--- src/rtl/pos_map_pkg.sv ---
// Shared map of the position-word RAM and the writer FSM encoding.
// Used by game_pos_writer (producer) and by the display-side loader (consumer).
// Contents: word addresses of the position block and sprite bases, the
// 2-bit writer state encoding, and a velocity sign-extension helper.
package pos_map_pkg;

  localparam logic [12:0] POS_BASE         = 13'd6144;
  localparam logic [12:0] POS_OFF_X        = 13'd0;
  localparam logic [12:0] POS_OFF_Y        = 13'd1;
  localparam logic [12:0] MAN_BASE_ADDR    = 13'd0;
  localparam logic [12:0] CACTUS_BASE_ADDR = 13'd4096;

  typedef enum logic [1:0] {
    ST_IDLE   = 2'd0,
    ST_UPDATE = 2'd1,
    ST_WR_X   = 2'd2,
    ST_WR_Y   = 2'd3
  } pos_state_e;

  // Widen an 8-bit signed velocity to the 17-bit signed Y arithmetic width.
  function automatic logic signed [16:0] sext_vel(input logic signed [7:0] v);
    return $signed({{9{v[7]}}, v});
  endfunction

endpackage

--- src/rtl/btn_sync_edge.sv ---
// Two-flop synchroniser for an asynchronous push button followed by a
// rising-edge detector producing a one-cycle pulse in the clk_i domain.
// Ports: clk_i clock, rst_i async active-high reset, btn_i raw button,
//        rise_o one-cycle pulse on each synchronised 0->1 transition.
module btn_sync_edge (
  input  logic clk_i,
  input  logic rst_i,
  input  logic btn_i,
  output logic rise_o
);

  logic [1:0] sync_q;
  logic       prev_q;

  // Synchroniser chain and delayed copy for edge detection.
  always_ff @(posedge clk_i or posedge rst_i) begin
    if (rst_i) begin
      sync_q <= 2'b00;
      prev_q <= 1'b0;
    end else begin
      sync_q <= {sync_q[0], btn_i};
      prev_q <= sync_q[1];
    end
  end

  assign rise_o = sync_q[1] & ~prev_q;

endmodule

--- src/rtl/game_pos_writer.sv ---
// Producer side of the position-word RAM read by the VGA overlay.
// Each frame tick advances obstacle scroll and player jump physics, then
// writes obstacle_x to POS_BASE+0 and player_y to POS_BASE+1, stalling while
// the display loader holds rd_busy.
// Ports: sys_clk / reset (async, active-high); frame_tick pulse; jump_btn raw
//        button; rd_busy write hold-off; ram_addr/ram_wdata/ram_we write port;
//        obstacle_x, player_y, airborne game state; busy sequence active;
//        overrun_cnt saturating count of dropped ticks.
module game_pos_writer
  import pos_map_pkg::*;
#(
  parameter logic        [15:0] START_X  = 16'd400,
  parameter logic        [15:0] GROUND_Y = 16'd200,
  parameter logic        [15:0] SCREEN_W = 16'd640,
  parameter logic        [15:0] SPEED    = 16'd4,
  parameter logic signed [7:0]  JUMP_V   = 8'sd16,
  parameter logic signed [7:0]  GRAVITY  = 8'sd1
) (
  input  logic        sys_clk,
  input  logic        reset,
  input  logic        frame_tick,
  input  logic        jump_btn,
  input  logic        rd_busy,
  output logic [12:0] ram_addr,
  output logic [15:0] ram_wdata,
  output logic        ram_we,
  output logic [15:0] obstacle_x,
  output logic [15:0] player_y,
  output logic        airborne,
  output logic        busy,
  output logic [7:0]  overrun_cnt
);

  pos_state_e         state_q, state_d;
  logic [15:0]        x_q, x_d, y_q, y_d;
  logic signed [7:0]  vel_q, vel_d;
  logic               air_q, air_d;
  logic               pending_q, pending_d;
  logic               jump_req_q, jump_req_d;
  logic [7:0]         overrun_q, overrun_d;
  logic               jump_rise_s;

  // Physics intermediates: a jump start takes effect in the same UPDATE.
  logic               jump_start_s;
  logic signed [7:0]  vel_eff_s;
  logic signed [16:0] y_n_s;

  btn_sync_edge u_btn (
    .clk_i  (sys_clk),
    .rst_i  (reset),
    .btn_i  (jump_btn),
    .rise_o (jump_rise_s)
  );

  assign jump_start_s = ~air_q & jump_req_q;
  assign vel_eff_s    = jump_start_s ? -JUMP_V : vel_q;
  assign y_n_s        = $signed({1'b0, y_q}) + sext_vel(vel_eff_s);

  // State register and game state.
  always_ff @(posedge sys_clk or posedge reset) begin
    if (reset) begin
      state_q    <= ST_IDLE;
      x_q        <= START_X;
      y_q        <= GROUND_Y;
      vel_q      <= 8'sd0;
      air_q      <= 1'b0;
      pending_q  <= 1'b0;
      jump_req_q <= 1'b0;
      overrun_q  <= 8'd0;
    end else begin
      state_q    <= state_d;
      x_q        <= x_d;
      y_q        <= y_d;
      vel_q      <= vel_d;
      air_q      <= air_d;
      pending_q  <= pending_d;
      jump_req_q <= jump_req_d;
      overrun_q  <= overrun_d;
    end
  end

  // Next-state, physics update, tick queueing and jump request bookkeeping.
  always_comb begin
    state_d    = state_q;
    x_d        = x_q;
    y_d        = y_q;
    vel_d      = vel_q;
    air_d      = air_q;
    pending_d  = pending_q;
    overrun_d  = overrun_q;
    jump_req_d = jump_req_q;

    case (state_q)
      ST_IDLE: begin
        if (frame_tick || pending_q) begin
          state_d   = ST_UPDATE;
          pending_d = 1'b0;
        end else begin
          state_d = ST_IDLE;
        end
      end
      ST_UPDATE: begin
        state_d = ST_WR_X;
        x_d     = (x_q >= SPEED) ? (x_q - SPEED) : SCREEN_W;
        if (air_q || jump_start_s) begin
          air_d = 1'b1;
          if (y_n_s[16]) begin
            y_d   = 16'd0;
            vel_d = 8'sd0;
          end else if ((vel_eff_s > 8'sd0) && (y_n_s >= $signed({1'b0, GROUND_Y}))) begin
            y_d   = GROUND_Y;
            vel_d = 8'sd0;
            air_d = 1'b0;
          end else begin
            y_d   = y_n_s[15:0];
            vel_d = vel_eff_s + GRAVITY;
          end
        end else begin
          air_d = 1'b0;
        end
      end
      ST_WR_X: begin
        if (!rd_busy) begin
          state_d = ST_WR_Y;
        end else begin
          state_d = ST_WR_X;
        end
      end
      ST_WR_Y: begin
        if (!rd_busy) begin
          state_d = ST_IDLE;
        end else begin
          state_d = ST_WR_Y;
        end
      end
      default: begin
        state_d = ST_IDLE;
      end
    endcase

    // A tick while a sequence runs is queued once; further ticks are dropped.
    if ((state_q != ST_IDLE) && frame_tick) begin
      if (!pending_q) begin
        pending_d = 1'b1;
      end else if (overrun_q != 8'd255) begin
        overrun_d = overrun_q + 8'd1;
      end else begin
        overrun_d = overrun_q;
      end
    end else begin
      overrun_d = overrun_q;
    end

    // A new press wins over the UPDATE clear so it survives to the next frame.
    if (jump_rise_s) begin
      jump_req_d = 1'b1;
    end else if (state_q == ST_UPDATE) begin
      jump_req_d = 1'b0;
    end else begin
      jump_req_d = jump_req_q;
    end
  end

  // Write port: driven only from write states and only when the loader is idle.
  always_comb begin
    ram_we    = 1'b0;
    ram_addr  = 13'd0;
    ram_wdata = 16'd0;
    case (state_q)
      ST_WR_X: begin
        ram_we    = ~rd_busy;
        ram_addr  = POS_BASE + POS_OFF_X;
        ram_wdata = x_q;
      end
      ST_WR_Y: begin
        ram_we    = ~rd_busy;
        ram_addr  = POS_BASE + POS_OFF_Y;
        ram_wdata = y_q;
      end
      default: begin
        ram_we    = 1'b0;
        ram_addr  = 13'd0;
        ram_wdata = 16'd0;
      end
    endcase
  end

  assign obstacle_x  = x_q;
  assign player_y    = y_q;
  assign airborne    = air_q;
  assign busy        = (state_q != ST_IDLE);
  assign overrun_cnt = overrun_q;

endmodule

--- config.mk ---
export PLATFORM = sky130hd
export DESIGN_NAME = game_pos_writer
export DESIGN_NICKNAME = d
export VERILOG_FILES = /design/src/rtl/pos_map_pkg.sv /design/src/rtl/btn_sync_edge.sv /design/src/rtl/game_pos_writer.sv
export SDC_FILE = /design/constraint.sdc
export NUM_CORES = 1
export LEC_CHECK = 0
export CAP_MARGIN = 10
export CORE_ASPECT_RATIO = 1.25
export CORE_MARGIN = 3
export CORE_UTILIZATION = 53
export CTS_CLUSTER_SIZE = 16
export DETAILED_ROUTE_END_ITERATION = 7
export GPL_TIMING_DRIVEN = 0
export PLACE_DENSITY = 0.81
export SYNTH_ARGS = -nofsm -noshare
export SYNTH_HDL_FRONTEND = slang
export SYNTH_SLANG_ARGS = --single-unit
export TNS_END_PERCENT = 5
--- constraint.sdc ---
create_clock -name sys_clk -period 5.6 [get_ports sys_clk]
set_input_delay 1.12 -clock sys_clk [delete_from_list [all_inputs] [get_ports sys_clk]]
set_output_delay 1.12 -clock sys_clk [all_outputs]
set_load 0.02 [all_outputs]
==> metrics.txt, run 1 <==
run status=complete, no violations; CTS buffer count=5; relative slew slack=between 40% and 50%; endpoints failing setup=0; DRC errors left=0; Post-Route WL=~10000 um; vias in the first global route=between 3000 and 4000; RSZ-0062 raised after global routing=false; Synth cell types=66; area share of the largest cell type after synthesis=between 30% and 40%; P per Cell Area=677 mW/mm2; routed vias=around 3600; top-count cell post-synth=nand2_1; Chip Width=83.7 um; n_diodes=0; most frequent cells after synthesis=nand2_1 (53), dfrtp_1 (48), nor2_1 (38), a21oi_1 (26); H-tree depth=2; Worst R2R Start=airborne$_DFFE_PP0P_; layout cell share with drive strength beyond 1=around 9.2%; kind of critical path=flop to flop; Die Area=~0.0086 mm2; Max Clk Rate=approximately 210 MHz; Final Net Count=about 570; initial antenna violation count=0; I/O Buffers=64; initial core utilization=56.0%; Clock Tree Root=clkbuf_8; clock skew=approximately 0.0071 ns; FF-to-FF path depth=19; register area share after synthesis=between 30 and 40%; Ys Warns=0; Hold Path Depth=0; crit path max fanout=14; DR iter-0 viols=between 200 and 250; pin count of the biggest net entering global routing=33; startpoint types=flop; wire per inst=between 15 and 20 um; drt first pass iters=4; DP Cell Count=about 630; CTS resizes=0; hpwl dp=roughly 7900 um; Post-DRT Antenna Nets=0; final hold vios=0; r2r endpoint=vel_q[2]$_DFFE_PP0P_; post-synthesis cell count=460; Worst EP required=~5.8 ns; Worst VDD drop=around 0.35 mV; Clock Tree Buf Depth=2; # clock sinks=54; Final TNS setup=0 ns; area leader, netlist=dfrtp_1; first-pass GRT wire length=approximately 17000 um; clk_lat worst skew=0.32 ns; Non-Filler Instances=634; area grow syn2layout=23.2%; hold path startpoint=u_btn.sync_q[0]$_DFF_PP0_; Tcrit/Tclk final=between 80 and 90%; Synth area leaders=dfrtp_1 (30%), ha_1 (5.9%), nand2_1 (5.0%); Hold Path Sink=u_btn.sync_q[1]$_DFF_PP0_; Hold WC Path Type=flop to flop; Design Power=around 3.3 mW; Max Cap Violations=0; Yosys reg bits=54; I/O Pins=a little under 80; Setup Fix Bufs, Post-CTS=0; Worst EP arrival=a little under 5 ns; final slew viol count=0; fraction of registers with async set/reset=100%; post-synthesis cell area=approximately 0.0040 mm2; total gr overflow=0; row cnt=34; leakage=2.14 nW; GRT Total Usage=between 20% and 30%; CORE AREA=a little over 0.007 mm2; chip height=roughly 100 um; minimum clock period=4.69 ns; CTS Hold Bufs=0; clock slew seen by the registers of the worst setup and hold paths=roughly 0.10 ns; dominant register cell in the synthesized netlist=dfrtp_1; Slew @ Worst Pin=approximately 0.89 ns; Avg Cell Area, Syn=~8.7 um2; crit path launch=airborne$_DFFE_PP0P_; Reg2Reg Setup Slack=roughly 0.91 ns; RD Place Congestion=between 0.8 and 0.9; DR vias/cell=5.69; Post-synth EDFFs=0; TritonCTS clock tree=yes; crit end category=flop
-- final cells by class --
type | count | area (um2)
repair buffers | 65 | 661
clock buffers | 5 | 68.8
plain buffers | 37 | 221
flip-flops and latches | 54 | 1360
well taps | 90 | 113
inverters | 15 | 56.3
multi-input cells | 365 | 2410
fillers | 597 | 2220
clock inverters | 3 | 43.8
-- logic make-up after synthesis --
logic type | count (synthesis) | synth area share [%]
simple gates | 179 | 22.7
flops | 54 | 34.0
buf+inv | 52 | 6.94
xor+xnor | 30 | 6.57
fa+ha+maj | 19 | 5.94
mux | 15 | 3.78
compound gates | 110 | 20.0
other cells | 1 | 0.0937
-- metal layers --
layer	vias to the layer above	routed length, um	track usage [%]
met5	-	0	0
met4	0	225	7.43
met3	22	387	3.28
met2	85	5410	45.9
met1	1727	4200	27.9
li1	1773	-	-
-- state kept, by name (all words and copies together) (netlist names) --
| register | flops |
|---|---|
| airborne | 1 |
| jump_req_q | 1 |
| obstacle_x | 14 |
| overrun_cnt | 8 |
| pending_q | 1 |
| player_y | 16 |
| state_q | 2 |
| u_btn.prev_q | 1 |
| u_btn.sync_q | 2 |
| vel_q | 8 |
-- worst max-delay path by stage --
| stage | end |
|---|---|
| 3_5_place_dp | player_y[15]$_DFFE_PP0P_ |
| 4_1_cts | player_y[15]$_DFFE_PP0P_ |
| 2_1_floorplan | player_y[15]$_DFFE_PP0P_ |
| 6_report | vel_q[2]$_DFFE_PP0P_ |
| 3_3_place_gp | player_y[15]$_DFFE_PP0P_ |
| 5_1_grt | player_y[13]$_DFFE_PP0P_ |
-- power by group --
| group | internal (mW) | switching [mW] |
|---|---|---|
| Sequential | 0.545 | 0.195 |
| Combinational | 0.963 | 1.36 |
| Clock | 0.134 | 0.139 |
-- cell usage in the layout (no fill, tap or decap), types with 3 or more instances in the layout --
master	Yosys	final
o21ai_0	16	16
buf_4	14	14
nor3_1	12	12
or4_1	3	3
o31ai_1	10	10
o22ai_1	3	3
nand4_1	3	3
and2_1	7	7
nor4_1	5	5
nand2_1	53	53
dfrtp_1	48	48
ha_1	19	19
buf_6	4	4
clkdlybuf4s50_1	0	64
mux2i_1	14	14
nor2b_1	19	19
clkbuf_1	18	18
dfstp_2	6	6
nor2_1	38	38
a21oi_1	26	26
or3_1	6	6
nand2b_1	3	3
o21ai_1	12	12
nand3_1	9	9
a221oi_2	3	3
conb_1	1	12
a21o_1	7	7
and3_1	12	12
inv_1	15	14
a211oi_1	3	3
clkbuf_8	0	5
xnor2_1	19	19
xor2_1	11	11
-- per-stage QoR --
step	setup WS, ns	hold WS, ns	area, um2	util [%]
after floorplan	1.52	0.331	4040	-
after global placement	1.04	0.336	4800	67.1
after detailed placement	0.985	0.349	4820	67.4
after CTS	0.955	0.373	4930	69.0
after global routing	0.555	0.390	4930	69.0
final	0.912	0.371	4930	69.0
-- critical path: stages, from the launching register on --
cell and delay [ns]:
dfrtp_1 0.41, buf_6 0.15, nand2b_4 0.14, buf_6 0.14
nand2b_1 0.07, clkbuf_1 0.49, ha_1 0.35, clkbuf_1 0.19
a21oi_1 0.32, o21ai_1 0.11, a2111o_1 0.37, a31oi_1 0.30
xor2_1 0.23, o21ai_1 0.15, nor4_4 0.34, a21boi_2 0.13
or2_1 0.23, buf_6 0.15, buf_6 0.15, o22ai_1 0.16
Note: power is estimated with default switching activity, not from simulation.
==> run 2, diff against run 1 <==
--- a/config.mk
+++ b/config.mk
@@ -8,11 +8,11 @@
 export CAP_MARGIN = 10
 export CORE_ASPECT_RATIO = 1.25
 export CORE_MARGIN = 3
-export CORE_UTILIZATION = 53
+export CORE_UTILIZATION = 48
 export CTS_CLUSTER_SIZE = 16
 export DETAILED_ROUTE_END_ITERATION = 7
 export GPL_TIMING_DRIVEN = 0
-export PLACE_DENSITY = 0.81
+export PLACE_DENSITY = 0.78
 export SYNTH_ARGS = -nofsm -noshare
 export SYNTH_HDL_FRONTEND = slang
 export SYNTH_SLANG_ARGS = --single-unit
==> constraint.sdc (replaced) <==
create_clock -name sys_clk -period 4.1 [get_ports sys_clk]
set_input_delay 0.82 -clock sys_clk [delete_from_list [all_inputs] [get_ports sys_clk]]
set_output_delay 0.82 -clock sys_clk [all_outputs]
set_load 0.02 [all_outputs]
==> metrics.txt, run 2 (synthesis gave the netlist of run 1 again) <==
# clock sinks=54 (unchanged); endpoints failing setup=0 (unchanged); total gr overflow=0 (unchanged); Reg power frac=21.6% (-0.6 points); routed vias=3628 (+0.58%); power share of the clock group=7.0% (-1.2 points); max reg flops=16 (unchanged); Max Clk Rate=252 MHz (+18%); clock skew=0.00841 ns (+0.00128 ns); final slew viol count=0 (unchanged); pin count of the biggest net entering global routing=40 (+21%); Non-Filler Instances=642 (+1.3%); WP depth=17 (-2); Clock Tree Buf Depth=2 (unchanged); internal power=2.32 mW (+41%); DP Worst Slack=-0.596 ns (-1.58 ns); initial core utilization=50.2% (-5.8 points); crit path cell chain=buf_6 > nand2b_4 > buf_6 > nand2b_4 > buf_4 > ha_2 > a21o_1 > a21o_1 > a41o_1 > or4_1 > and3_4 > nor4_4 > a21boi_2 > or2_1 > buf_6 > buf_6 > o31ai_4; Design Power=4.71 mW (+41%); Final Net Count=570 (+0.53%); combinational share of power=71.4% (+1.8 points); H-tree depth=2 (unchanged); Clock Tree Root=clkbuf_8; crit path buf inv count=5 (-1); I/O Buffers=64 (unchanged); Setup WS post-layout=0.136 ns (-0.776 ns); clk_lat worst skew=0.32 ns (about the same); Final TNS setup=0 ns (unchanged); RD Place Congestion=0.930 (+4.0%); TritonCTS clock tree=yes; Hold WC Path Type=flop to flop; FF+latch area=0.00136 mm2 (about the same); Slew @ Worst Pin=0.806 ns (-0.0788 ns); crit path max fanout=12 (-2); delay-heaviest family, CP=simple AND/OR/NAND/NOR gates; chip height=108 um (+4.8%); cell mode on critical path=buf_6; Die Area=0.00947 mm2 (+9.7%); relative slew slack=45.9% (+5.3 points); Fill cells=690 (+16%); CTS buffer count=5 (unchanged); crit end category=flop; final hold vios=0 (unchanged); area grow syn2layout=25.5%; Hold Path Depth=0 (unchanged); Post-DRT Antenna Nets=0 (unchanged); kind of critical path=flop to flop; Worst EP arrival=4.20 ns (-0.72 ns); first-pass GRT wire length=17500 um (+4.0%); row cnt=36 (+5.9%); vias in the first global route=3553 (+0.88%); Multi-input gate area=0.00247 mm2 (+2.5%); DR iter-0 viols=210 (-3.2%); Crit-path slowest cell=or4_1; Sw Ratio=50.8% (about the same); switching power total=2.39 mW (+41%); GRT Total Usage=23.2% (-0.85 points); P per Cell Area=939 mW/mm2 (+39%); Hold WS=0.361 ns (-0.00953 ns); DR vias/cell=5.65 (-0.67%); FF-to-FF path depth=17 (-2); leakage=2.16 nW (+0.97%); Slowest Stage Delay on Critical Path=0.47 ns (-0.02 ns); commonest non-fill, non-tap cell in the layout=clkdlybuf4s50_1; wire per inst=16.5 um (+2.1%); Tcrit/Tclk final=96.7% (+13 points); DP Cell Count=631 (+0.80%); minimum clock period=3.96 ns (-0.724 ns); initial antenna violation count=0 (unchanged); DRC errors left=0 (unchanged); run status=complete, no violations; I/O Pins=77 (unchanged); startpoint types=flop; CTS Hold Bufs=0 (unchanged); Worst EP required=4.34 ns (-1.49 ns); hpwl dp=8120 um (+2.8%); Chip Width=87.7 um (+4.7%); Worst VDD drop=0.385 mV (+8.9%); Post-Route WL=10600 um (+3.4%); clock slew seen by the registers of the worst setup and hold paths=0.10 ns (about the same); CORE AREA=0.00797 mm2 (+12%); commonest non-fill, non-tap cells in the layout=clkdlybuf4s50_1 (64), nand2_1 (53), dfrtp_1 (47), nor2_1 (38), a21oi_1 (24); n_diodes=0 (unchanged); layout cell share with drive strength beyond 1=12.6% (+3.4 points); drt first pass iters=4 (unchanged); Max Cap Violations=0 (unchanged)
==> run 2: cell count changes in the layout (fill, tap and decap cells not counted), moves of 2 or more <==
cell | before | now
a21oi_1 | 26 | 24
buf_4 | 14 | 21
a21oi_2 | 0 | 2
ha_1 | 19 | 15
clkbuf_1 | 18 | 14
ha_2 | 0 | 4
==> run 2: worst paths after layout <==
kind / start / to / slack, ns
setup / recovery: airborne$_DFFE_PP0P_ / player_y[15]$_DFFE_PP0P_ / 0.14
hold / removal: u_btn.sync_q[0]$_DFF_PP0_ / u_btn.sync_q[1]$_DFF_PP0_ / 0.36
setup reg to reg: airborne$_DFFE_PP0P_ / player_y[15]$_DFFE_PP0P_ / 0.14
hold reg to reg: u_btn.sync_q[0]$_DFF_PP0_ / u_btn.sync_q[1]$_DFF_PP0_ / 0.36
max in group asynchronous: reset / obstacle_x[8]$_DFFE_PP1P_ / 2.73
min in group asynchronous: reset / overrun_cnt[1]$_DFFE_PP0P_ / 0.78
==> run 2: layer usage <==
metal  GRT usage [%]  up-vias  wire length, um
met5               0        -                0
met4            7.35        0              279
met3            3.73       23              391
met2            40.0      107             5450
met1            29.3     1723             4460
li1                -     1775                -
==> run 2: area by class of cell <==
class / count / area share (%)
repair buffers: 72 / 14.2
plain buffers: 33 / 4.11
well taps: 95 / 2.37
multi-input cells: 365 / 49.1
inverters: 15 / 1.12
clock inverters: 2 / 0.324
clock buffers: 6 / 1.65
flip-flops and latches: 54 / 27.1
==> run 2: worst reg2reg max path, delay by kind of cell, from the launching register on <==
family / cells / cell delay (ns)
compound gates: 5 / 0.93
fa+ha+maj: 1 / 0.31
buf+inv: 5 / 0.74
flops: 1 / 0.41
simple gates: 6 / 1.51
==> run 2: what timing repair did <==
action                     4_1_cts  5_1_grt
hold endpoints to repair         0        0
resized for setup                4       10
setup buffers                    0        7
pin swaps                        1        5
cloned                           0        0
setup endpoints to repair       25       21
==> run 2: per-stage QoR <==
stage	util, %	area, um2
floorplan	-	4040
global placement	60.2	4800
detailed placement	60.5	4820
CTS	61.9	4930
global route	63.0	5020
finish	63.0	5020
==> run 2: power by group through the flow <==
stage,Combinational [mW],Clock [mW],Sequential (mW)
2_1_floorplan,2.02,0,1.13
3_3_place_gp,3.10,0,1.02
3_5_place_dp,3.16,0,1.02
4_1_cts,3.23,0.337,1.02
5_1_grt,3.65,0.362,1.05
6_report,3.36,0.331,1.02
==> variant 1: new RTL, config.mk and constraints of run 2 <==
Register the output `ram_addr`; this adds one clock of latency there. The other outputs are not delayed to match.
--- a/src/rtl/game_pos_writer.sv
+++ b/src/rtl/game_pos_writer.sv
@@ -32,4 +32,6 @@
 );
 
+  logic [12:0] ram_addr_d;
+
   pos_state_e         state_q, state_d;
   logic [15:0]        x_q, x_d, y_q, y_d;
@@ -165,20 +167,20 @@
   always_comb begin
     ram_we    = 1'b0;
-    ram_addr  = 13'd0;
+    ram_addr_d = 13'd0;
     ram_wdata = 16'd0;
     case (state_q)
       ST_WR_X: begin
         ram_we    = ~rd_busy;
-        ram_addr  = POS_BASE + POS_OFF_X;
+        ram_addr_d = POS_BASE + POS_OFF_X;
         ram_wdata = x_q;
       end
       ST_WR_Y: begin
         ram_we    = ~rd_busy;
-        ram_addr  = POS_BASE + POS_OFF_Y;
+        ram_addr_d = POS_BASE + POS_OFF_Y;
         ram_wdata = y_q;
       end
       default: begin
         ram_we    = 1'b0;
-        ram_addr  = 13'd0;
+        ram_addr_d = 13'd0;
         ram_wdata = 16'd0;
       end
@@ -192,4 +194,8 @@
   assign overrun_cnt = overrun_q;
 
+  always_ff @(posedge sys_clk) begin
+    ram_addr <= ram_addr_d;
+  end
+
 endmodule
 
Function: changed (Yosys sat finds a counterexample within 4 cycles, from zero or initial values and one cycle with reset high).
==> variant 1 against run 2 <==
- final cell count up 1.2%
- total power down 9.7%
- non-clock buffer count down 5
- design area up 0.85%
- worst setup slack worse by 0.0081 ns
- combinational power down 15%
- wire length down 2.7%
- clock power up 3%
- synthesized area up 2.3%
- sequential cell count up 2
- utilization down 1.9 points
==> variant 1: results (changes against run 2) <==
** Outcome
- Status: finished, final reports clean (unchanged).

** Cells and area
- Relative area of clock buffers and inverters in the final design :: 1.85% (was 1.97%)
- The count of sequential standard cells came to 56 (was 54).
- Fraction of final layout cells sized beyond drive strength 1 :: 12.3% (was 12.6%)
- Nonclk inv count :: 20 (was 15)
- Clock tree buffer count of the final layout :: 5 (was 6)
- Fin cells :: 650 (was 642)
- Non-clock buffer instance count of the final layout :: 100 (was 105)
- Number of nets at the end of the flow :: 576 (was 570)
- Fill count :: 731 (was 690)
- Count of multi-input gates :: 369 (was 365)

** Yosys
- Biggest area contributors in the synthesized netlist: sky130_fd_sc_hd__dfrtp_1, sky130_fd_sc_hd__ha_1, sky130_fd_sc_hd__nand2_1, sky130_fd_sc_hd__xnor2_1, sky130_fd_sc_hd__nor2_1 (was sky130_fd_sc_hd__dfrtp_1, sky130_fd_sc_hd__ha_1, sky130_fd_sc_hd__nand2_1, sky130_fd_sc_hd__xnor2_1, sky130_fd_sc_hd__dfstp_2).
- Top cells by instance count after synthesis: sky130_fd_sc_hd__nand2_1, sky130_fd_sc_hd__dfrtp_1, sky130_fd_sc_hd__nor2_1 (unchanged).
- The number of distinct library cells after synthesis came to 71 (was 66).
- The sequential-to-total area share from yosys stat is 34.2% (was 34.0%).
- Synth async-reset ratio :: 96.4% (was 100%)
- Post-Syn Instances :: 469 (was 460)

** Global routing
- Global routing usage on met2 :: 40.1% (was 40.0%)
- The met3 usage in global routing is 3.17% (was 3.73%).
- GRT Util Overall :: 22.4% (was 23.2%)
- Global-route wire length before repair :: 17,300 um (was 17,500 um)
- The met1 global-route usage is 27.9% (was 29.3%).
- The maximum number of pins on one net before global-route repair is 43 (was 40).

** Setup path
- The maximum fanout along the worst path came to 10 (was 12).
- Worst path top cell family by delay :: compound AO/OA/AOI/OAI gates (was simple AND/OR/NAND/NOR gates)
- The signal arrival time at the worst endpoint was 4.22 ns (was 4.20 ns).

** Placement
- The routability-driven placement congestion ratio is 0.906 (was 0.930).
- # placed instances :: 642 (was 631)
- The setup slack after placement came to -0.647 ns (was -0.596 ns).

** Clocking
- Clock transition time at the flip-flop clock pins of the worst setup and hold paths :: 0.12 ns (was 0.10 ns)
- The total of cells resized after clock tree synthesis came to 6 (was 4).
- The number of buffers added for setup after CTS was 2 (was 0).

** Die
- The total number of tap cells is 97 (was 95).

** Route
- Wire length on met3 :: 502 um (was 391 um)
- The detailed route wirelength on metal2 is 5100 um (was 5450 um).
- Detailed-route wire length on metal 1 :: 4470 um (was 4460 um)
- Initial DRC count :: 153 (was 210)
- The number of vias in the routed layout is 3,679 (was 3,628).

** Power and ir drop
- Maximum resistive drop on vdd :: 0.454 mV (was 0.385 mV)
- The leakage power was 2.21 nW (was 2.16 nW).
- Power density over the cells :: 840 nW/um^2 (was 939 nW/um^2)

** Timing
- Transition at the pin with the smallest max-transition slack :: 0.786 ns (was 0.806 ns)
[variant 1: cell count changes in the layout (fill, tap and decap cells not counted), sizes merged, moves of 3 or more]
cell           run 2  this run
o31ai             12         3
inv               16        22
nor4               6         3
clkbuf            20        15
a21o               7         4
nand2             53        50
nor2              38        45
a22o               1         9
and2               7         4
xor2              11        14
and3              13         7
[variant 1: path summary, 6_finish.rpt]
| check | from | to | slack [ns] | cells past startpoint |
|---|---|---|---|---|
| max in group asynchronous | reset | obstacle_x[8]$_DFFE_PP1P_ | 2.76 | 3 |
| setup reg to reg | airborne$_DFFE_PP0P_ | vel_q[3]$_DFFE_PP0P_ | 0.13 | 17 |
| hold / removal | u_btn.sync_q[0]$_DFF_PP0_ | u_btn.sync_q[1]$_DFF_PP0_ | 0.36 | 0 |
| min in group asynchronous | reset | player_y[5]$_DFFE_PP0P_ | 0.74 | 2 |
| setup / recovery | airborne$_DFFE_PP0P_ | vel_q[3]$_DFFE_PP0P_ | 0.13 | 17 |
| hold reg to reg | u_btn.sync_q[0]$_DFF_PP0_ | u_btn.sync_q[1]$_DFF_PP0_ | 0.36 | 0 |
[variant 1: kinds of logic (layout without fill, tap and decap cells)]
group | after synthesis | count (layout) | share of synthesized area [%]
AND/OR/NAND/NOR | 170 | 170 | 20.0
AO/OA/AOI/OAI | 114 | 114 | 20.5
flip-flops | 56 | 56 | 34.2
buffers and inverters | 55 | 128 | 7.09
XOR/XNOR | 34 | 34 | 7.27
adder cells (fa/ha/maj) | 20 | 20 | 6.05
multiplexers | 19 | 19 | 4.83
other | 1 | 12 | 0.0916
[variant 1: power by group]
part	internal (mW)	total [mW]	switching (mW)
combinational	1.24	2.87	1.64
clock	0.126	0.340	0.215
sequential	0.776	1.04	0.266
total	2.14	4.25	2.12
==> variant 2: new RTL, settings of run 2 <==
Made on the original files. The parameter `JUMP_V` goes from 8'sd16 to 8'sd8.
--- a/src/rtl/game_pos_writer.sv
+++ b/src/rtl/game_pos_writer.sv
@@ -14,5 +14,5 @@
   parameter logic        [15:0] SCREEN_W = 16'd640,
   parameter logic        [15:0] SPEED    = 16'd4,
-  parameter logic signed [7:0]  JUMP_V   = 8'sd16,
+  parameter logic signed [7:0]  JUMP_V   = 8'sd8,
   parameter logic signed [7:0]  GRAVITY  = 8'sd1
 ) (
Formal check against the unedited RTL: not equivalent (Yosys sat finds a counterexample within 10 cycles, from zero or initial values and one cycle with reset high).
==> variant 2 against run 2 <==
- first-iteration DRC count did not move
- die area rose by 0.73%
- design area fell by 0.45%
- total power fell by 3.2%
- count of clock-buffer cells in the layout did not move
- sequential cell count did not move
- utilization fell by 0.28 points
- worst setup slack got worse by 0.014 ns
- wire length rose by 3.0%
- synthesized area rose by 0.78%
- largest cell class unchanged
==> variant 2: results (changes against run 2) <==
** Outcome
- Status :: finished, final reports clean (unchanged)

** Timing
- The clock skew is 0.0103 ns (was 0.00841 ns).
- Transition at the pin with the smallest max-transition slack :: 0.921 ns (was 0.806 ns)

** Route
- The routed metal-1 wire length was 4760 um (was 4460 um).
- The detailed route wirelength on metal2 is 5340 um (was 5450 um).
- Total via count in the routed design :: 3,777 (was 3,628)
- Detailed-route wire length per cell :: 16.9 um (was 16.5 um)
- Wire length on met3 :: 506 um (was 391 um)

** Cells and area
- The register cell area after layout came to 1360 sq um (about the same).
- Area used by multi-input combinational logic :: 2500 sq um (was 2470 sq um)
- Nonclk inv count :: 16 (was 15)
- The count of sequential standard cells is 54 (unchanged).
- The number of filler instances in the final layout is 705 (was 690).
- Fraction of final layout cells sized beyond drive strength 1 :: 10.9% (was 12.6%)
- The non-clock buffer total of the final layout was 103 (was 105).
- Non-clock buffer share of cell area :: 17.5% (was 18.3%)

** Setup path
- The signal arrival time at the worst endpoint was 4.22 ns (was 4.20 ns).
- Delay of the slowest critical-path stage :: 0.43 ns (was 0.47 ns)
- The maximum fanout along the worst path is 10 (was 12).

** Global routing
- The maximum number of pins on one net before global-route repair was 45 (was 40).
- Global routing usage on met2 :: 40.5% (was 40.0%)
- GRT Util Overall :: 23.7% (was 23.2%)
- The met1 global-route usage came to 30.4% (was 29.3%).
- Met3 track demand over resource in global routing :: 2.82% (was 3.73%)
- The number of global-route vias before repair was 3,607 (was 3,553).

** Placement
- The total cell area at the placement stage was 4850 sq um (was 4820 sq um).
- The estimated wirelength of the detail-placed design is 8340 um (was 8120 um).
- Final weighted congestion in routability-driven placement :: 0.968 (was 0.930)

** Yosys
- Sequential area share after synthesis :: 33.7% (was 34.0%)
- Biggest area contributors in the synthesized netlist: sky130_fd_sc_hd__dfrtp_1, sky130_fd_sc_hd__ha_1, sky130_fd_sc_hd__dfstp_2, sky130_fd_sc_hd__mux2i_1, sky130_fd_sc_hd__nand2_1 (was sky130_fd_sc_hd__dfrtp_1, sky130_fd_sc_hd__ha_1, sky130_fd_sc_hd__nand2_1, sky130_fd_sc_hd__xnor2_1, sky130_fd_sc_hd__dfstp_2).
- Post-Syn Instances :: 467 (was 460)
- Top cells by instance count after synthesis: sky130_fd_sc_hd__dfrtp_1, sky130_fd_sc_hd__nand2_1, sky130_fd_sc_hd__nor2_1 (was sky130_fd_sc_hd__nand2_1, sky130_fd_sc_hd__dfrtp_1, sky130_fd_sc_hd__nor2_1).

** Power and ir drop
- The power dissipated in combinational cells came to 3.26 mW (was 3.36 mW).
- Leakage power figure :: 2.19 nW (was 2.16 nW)
- The maximum VDD drop is 0.404 mV (was 0.385 mV).
==> variant 2: cell types whose count changed after synthesis, moves of 4 or more <==
cell / delta
sky130_fd_sc_hd__buf_6: -4
sky130_fd_sc_hd__o31ai_1: -8
sky130_fd_sc_hd__nand4_1: +5
sky130_fd_sc_hd__a22o_1: +9
sky130_fd_sc_hd__nor2_1: -8
sky130_fd_sc_hd__a31oi_1: +5
sky130_fd_sc_hd__buf_2: +5
sky130_fd_sc_hd__o21ai_0: +5
sky130_fd_sc_hd__nand2_1: -13
==> variant 2: path summary, 6_finish.rpt <==
kind	startpoint	to	slack [ns]	cells past startpoint
max	airborne$_DFFE_PP0P_	player_y[3]$_DFFE_PP1P_	0.12	15
min	u_btn.sync_q[0]$_DFF_PP0_	u_btn.sync_q[1]$_DFF_PP0_	0.36	0
max reg2reg	airborne$_DFFE_PP0P_	player_y[3]$_DFFE_PP1P_	0.12	15
min reg2reg	u_btn.sync_q[0]$_DFF_PP0_	u_btn.sync_q[1]$_DFF_PP0_	0.36	0
max in group asynchronous	reset	obstacle_x[8]$_DFFE_PP1P_	2.76	3
min in group asynchronous	reset	vel_q[3]$_DFFE_PP0P_	0.75	2
==> variant 2: cells by family after synthesis <==
family	after synthesis	share of synthesized area (%)
buffers and inverters	54	6.52
adder cells (fa/ha/maj)	20	6.21
other	1	0.0930
AO/OA/AOI/OAI	129	22.2
XOR/XNOR	30	6.52
flip-flops	54	33.7
multiplexers	16	4.00
AND/OR/NAND/NOR	163	20.8
==> variant 2: what timing repair did <==
action                     in CTS  in global routing
setup buffers                   2                  1
setup endpoints to repair      22                 25
gates resized for setup         3                 12
pin swaps                       1                  2
